## src/rtl/counter_uart_tx.sv

```systemverilog
// UART 8N1 transmitter that frames each new stable value of the free-running counter byte.
// Values that change while a frame is on the line are dropped; only the newest stable one follows.
module counter_uart_tx #(
    parameter int BAUD_DIV = 104
) (
    input  logic       clk,
    input  logic       rst,
    input  logic [7:0] data,
    output logic       tx,
    output logic       busy
);

    localparam int CW = (BAUD_DIV > 1) ? $clog2(BAUD_DIV) : 1;
    localparam logic [CW-1:0] BAUD_LAST = CW'(BAUD_DIV - 1);

    typedef enum logic [1:0] {IDLE, START, DATA, STOP} state_t;

    state_t        state_reg, state_next;
    logic [7:0]    d1_reg, d2_reg;
    logic [7:0]    last_sent_reg, last_sent_next;
    logic [7:0]    shreg_reg, shreg_next, shreg_shr;
    logic [2:0]    bit_idx_reg, bit_idx_next;
    logic [CW-1:0] baud_cnt_reg, baud_cnt_next;
    logic          tx_reg, tx_next;
    logic          busy_reg, busy_next;
    logic          launch, bit_end;

    // A two-stage match means the value held for at least two edges; one-cycle glitches never launch.
    assign launch  = (d1_reg == d2_reg) && (d2_reg != last_sent_reg);
    assign bit_end = (baud_cnt_reg == BAUD_LAST);

    generate
        for (genvar gi = 0; gi < 7; gi++) begin : g_shr
            assign shreg_shr[gi] = shreg_reg[gi+1];
        end
    endgenerate
    assign shreg_shr[7] = 1'b0;

    always_ff @(posedge clk) begin
        if (rst) begin
            state_reg     <= IDLE;
            d1_reg        <= '0;
            d2_reg        <= '0;
            last_sent_reg <= '0;
            shreg_reg     <= '0;
            bit_idx_reg   <= '0;
            baud_cnt_reg  <= '0;
            tx_reg        <= 1'b1;
            busy_reg      <= 1'b0;
        end else begin
            state_reg     <= state_next;
            d1_reg        <= data;
            d2_reg        <= d1_reg;
            last_sent_reg <= last_sent_next;
            shreg_reg     <= shreg_next;
            bit_idx_reg   <= bit_idx_next;
            baud_cnt_reg  <= baud_cnt_next;
            tx_reg        <= tx_next;
            busy_reg      <= busy_next;
        end
    end

    always_comb begin
        state_next = state_reg;
        case (state_reg)
            IDLE:    if (launch) state_next = START;
            START:   if (bit_end) state_next = DATA;
            DATA:    if (bit_end && bit_idx_reg == 3'd7) state_next = STOP;
            STOP:    if (bit_end) state_next = IDLE;
            default: state_next = IDLE;
        endcase
    end

    always_comb begin
        tx_next        = tx_reg;
        busy_next      = busy_reg;
        shreg_next     = shreg_reg;
        last_sent_next = last_sent_reg;
        bit_idx_next   = bit_idx_reg;
        baud_cnt_next  = (state_reg == IDLE || bit_end) ? '0 : baud_cnt_reg + CW'(1);
        case (state_reg)
            IDLE: begin
                if (launch) begin
                    shreg_next     = d2_reg;
                    last_sent_next = d2_reg;
                    tx_next        = 1'b0;
                    busy_next      = 1'b1;
                end
            end
            START: begin
                if (bit_end) begin
                    tx_next      = shreg_reg[0];
                    bit_idx_next = 3'd0;
                end
            end
            DATA: begin
                if (bit_end) begin
                    if (bit_idx_reg != 3'd7) begin
                        shreg_next   = shreg_shr;
                        tx_next      = shreg_reg[1];
                        bit_idx_next = bit_idx_reg + 3'd1;
                    end else begin
                        tx_next = 1'b1;
                    end
                end
            end
            STOP: begin
                if (bit_end) begin
                    busy_next = 1'b0;
                    tx_next   = 1'b1;
                end
            end
            default: begin
                tx_next   = 1'b1;
                busy_next = 1'b0;
            end
        endcase
    end

    assign tx   = tx_reg;
    assign busy = busy_reg;

endmodule

```

## config.mk

```make
export PLATFORM = sky130hd
export DESIGN_NAME = counter_uart_tx
export DESIGN_NICKNAME = d
export VERILOG_FILES = /design/src/rtl/counter_uart_tx.sv
export SDC_FILE = /design/constraint.sdc
export NUM_CORES = 1
export LEC_CHECK = 0
export ABC_AREA = 1
export CAP_MARGIN = 5
export CORE_UTILIZATION = 45
export CTS_BUF_LIST = sky130_fd_sc_hd__clkbuf_8
export CTS_CLUSTER_SIZE = 40
export DETAILED_ROUTE_END_ITERATION = 10
export PLACE_DENSITY = 0.61
export SETUP_SLACK_MARGIN = 0.05
export SYNTH_ARGS = -nofsm -noshare
export SYNTH_HDL_FRONTEND = slang
export SYNTH_SLANG_ARGS = --single-unit
```

## constraint.sdc

```tcl
create_clock -name clk -period 2.5 [get_ports clk]
set_input_delay 0.25 -clock clk [delete_from_list [all_inputs] [get_ports clk]]
set_output_delay 0.25 -clock clk [all_outputs]
set_load 0.03 [all_outputs]
```

==> flow_summary_export.csv <==
group,metric,value,unit
outcome,status,"complete, no violations",
die,core,4444,µm²
power_and_ir_drop,seq_power_share,42.4,%
detailed_routing,drt_iter0_markers,64,
clock_network,cts_tree,"done",
global_route,grt_max_degree,22,
placed_design,dp_hpwl,2832,µm
placed_design,gp_congestion,0.7615,
clock_network,cts_hold_buf,0,
timing,post-route-min-period,1699,ps
timing,fin_tns_setup,0,ps
clock_network,cts_root_buffer,"clkbuf_8",
timing,finalHoldViolations,0,
clock_network,clockBufferDepth,2,
timing,clock_skew,6.312,ps
die,ios,12,
critical_path,cp.required,2700,ps
detailed_routing,via_count,1730,
global_route,grt.overflow.total,0,
timing,max_slew_margin,76.09,%
die,die_w,70.67,µm
logic_synthesis,postSynthCellCount,302,
power_and_ir_drop,power.internal,1.332,mW
flow_run,max-cap-violations,0,
layout,drive_above_1_share,6.918,%
global_route,track_usage,17.42,%
placed_design,place_inst,362,
critical_path,r2r_slack,800,ps
logic_synthesis,synth_cell_type_count,24,
critical_path,cp-end-kind,"register",
layout,area_growth,12.26,%
clock_network,h-tree-depth,2,
die,rows,24,
power_and_ir_drop,power_frac_clock,20.5,%
clock_network,cts_resized,0,
critical_path,cp.arrival,1900,ps
global_route,antenna_found_initial,0,
logic_synthesis,syn_area,2122,µm²
power_and_ir_drop,p_leak,1.065,nW
detailed_routing,vias_per_cell,4.676,
timing,clock.fmax,588.5,MHz
critical_path,path_class,"reg -> reg",
detailed_routing,route.final.wire_length,3834,µm
clock_network,clk_latency,300,ps
logic_synthesis,yosysSeqAreaShare,43.40,%
die,die_h,70.67,µm
clock_network,cts_setup_buffers,0,
timing,final-setup-viol-count,0,
clock_network,cts_sinks,46,
power_and_ir_drop,cellPowerDensity,901.5,nW/µm²
timing,tightest_slew,358.7,ps
detailed_routing,drc_errors,0,
logic_synthesis,syn_nets,320,
die,start_util,47.75,%
power_and_ir_drop,p_comb_share,37.1,%
layout,nets,335,
clock_network,clk_pin_slew,80,ps
power_and_ir_drop,peakVddDrop,470.8,µV
layout,antenna_cells,0,
detailed_routing,ant_nets,0,
clock_network,cts_buffers,5,
timing,rsz0062_at_grt,"false",
critical_path,start_kind,"register",
critical_path,worstPathMaxFanout,9,
global_route,grt_pass1_vias,1603,
power_and_ir_drop,p_sw,0.8160,mW
detailed_routing,drt_first_pass_iters,4,
logic_synthesis,yosysWarnings,0,
power_and_ir_drop,total_power,2.148,mW
worst_hold_path,hp-class,"reg -> reg",
logic_synthesis,ys_ff_latch,46,
die,die-area,4994,µm²
timing,whs,449.1,ps
logic_synthesis,syn_area_per_cell,7.027,µm²
timing,slew_viol_final,0,
power_and_ir_drop,sw_frac_of_total,37.99,%
global_route,grt_pass1_wl,6768,µm
layout,fin_cells,370,
placed_design,io_buffers,11,
detailed_routing,wl_per_cell,10.36,µm
timing,period_share,67.96,%
==> cell usage in the layout, fill, tap and decap left out, types with 3 or more instances in the layout <==
cell type         n
ha_1              8
clkbuf_8          5
buf_4             3
inv_1            43
clkdlybuf4s50_1  11
inv_2             3
nand2_1          74
o21ai_0          22
nand4_1           4
nor2_1           52
xnor2_1           5
dfxtp_1          46
a21oi_1          15
nand3_1          10
==> final timing paths <==
check	from	end	depth (start not counted)
worst max register to register	state_reg[0]$_SDFFE_PP0P_	shreg_reg[2]$_SDFFE_PP0P_	9
worst min register to register	d1_reg[2]$_SDFF_PP0_	d2_reg[2]$_SDFF_PP0_	2
worst max-delay path	state_reg[0]$_SDFFE_PP0P_	shreg_reg[2]$_SDFFE_PP0P_	9
worst min-delay path	d1_reg[2]$_SDFF_PP0_	d2_reg[2]$_SDFF_PP0_	2
==> per-stage QoR <==
| step | setup WS [ps] | cell area (µm²) | utilization [%] |
|---|---|---|---|
| floorplan | 1048 | 2122 | - |
| global placement | 754.0 | 2296 | 51.66 |
| detailed placement | 798.5 | 2296 | 51.66 |
| CTS | 776.8 | 2382 | 53.60 |
| global route | 566.6 | 2382 | 53.60 |
| finish | 800.9 | 2382 | 53.60 |
==> layout make-up <==
cell class,instances,area (µm²)
Multi-Input combinational cell,203,996.0
Clock inverter,3,17.52
Inverter,47,181.4
Tap cell,52,65.06
Sequential cell,46,920.9
Clock buffer,5,68.82
Timing Repair Buffer,14,132.6
Fill cell,442,2062
==> cell usage after synthesis, drive strengths merged <==
cell,n,area share (%)
a31oi,1,0.29
o21ai,24,5.7
nand4,4,1.2
nor2,54,10
xnor2,5,2.1
buf,1,0.24
clkinv,2,0.59
o22ai,1,0.94
dfxtp,46,43
ha,8,4.7
nor3,1,0.24
nand3,11,2.8
inv,45,8.0
a21oi,15,3.5
nand2,78,15
clkbuf,5,0.88
o211a,1,0.47
==> layer usage <==
| layer | share of wire [%] | routed length (µm) | GRT usage (%) | vias up |
|---|---|---|---|---|
| met3 | 2.6 | 101 | 4.274 | 8 |
| met4 | 2.5 | 95 | 8.889 | 0 |
| li1 | - | - | - | 960 |
| met5 | 0 | 0 | 0 | - |
| met1 | 51 | 1947 | 21.21 | 744 |
| met2 | 44 | 1690 | 28.80 | 18 |
==> worst max-delay path: stages (launching register included) <==
cell,delay [ps]
dfxtp_1,330
inv_1,120
ha_1,390
inv_1,90
nor2_1,90
inv_1,80
o22ai_4,140
nand2_4,120
o21ai_0,180
nor2_1,60
==> cell families after synthesis <==
group | after synthesis | share of synthesized area [%]
AOI/OAI and AO/OA | 42 | 10.91
adders and majority gates | 8 | 4.717
and+or+nand+nor | 148 | 29.25
xor gates and xnor gates | 5 | 2.064
DFF | 46 | 43.40
buffers and inverters | 53 | 9.669
==> power by group through the flow <==
stage / registers (mW) / logic, mW / clock network [mW]
floorplan: 0.931 / 0.621 / 0
global placement: 0.927 / 0.802 / 0
detailed placement: 0.928 / 0.802 / 0
CTS: 0.912 / 0.805 / 0.459
global route: 0.929 / 0.912 / 0.499
finish: 0.911 / 0.796 / 0.440
No activity file was read; power rests on OpenSTA's default activity.
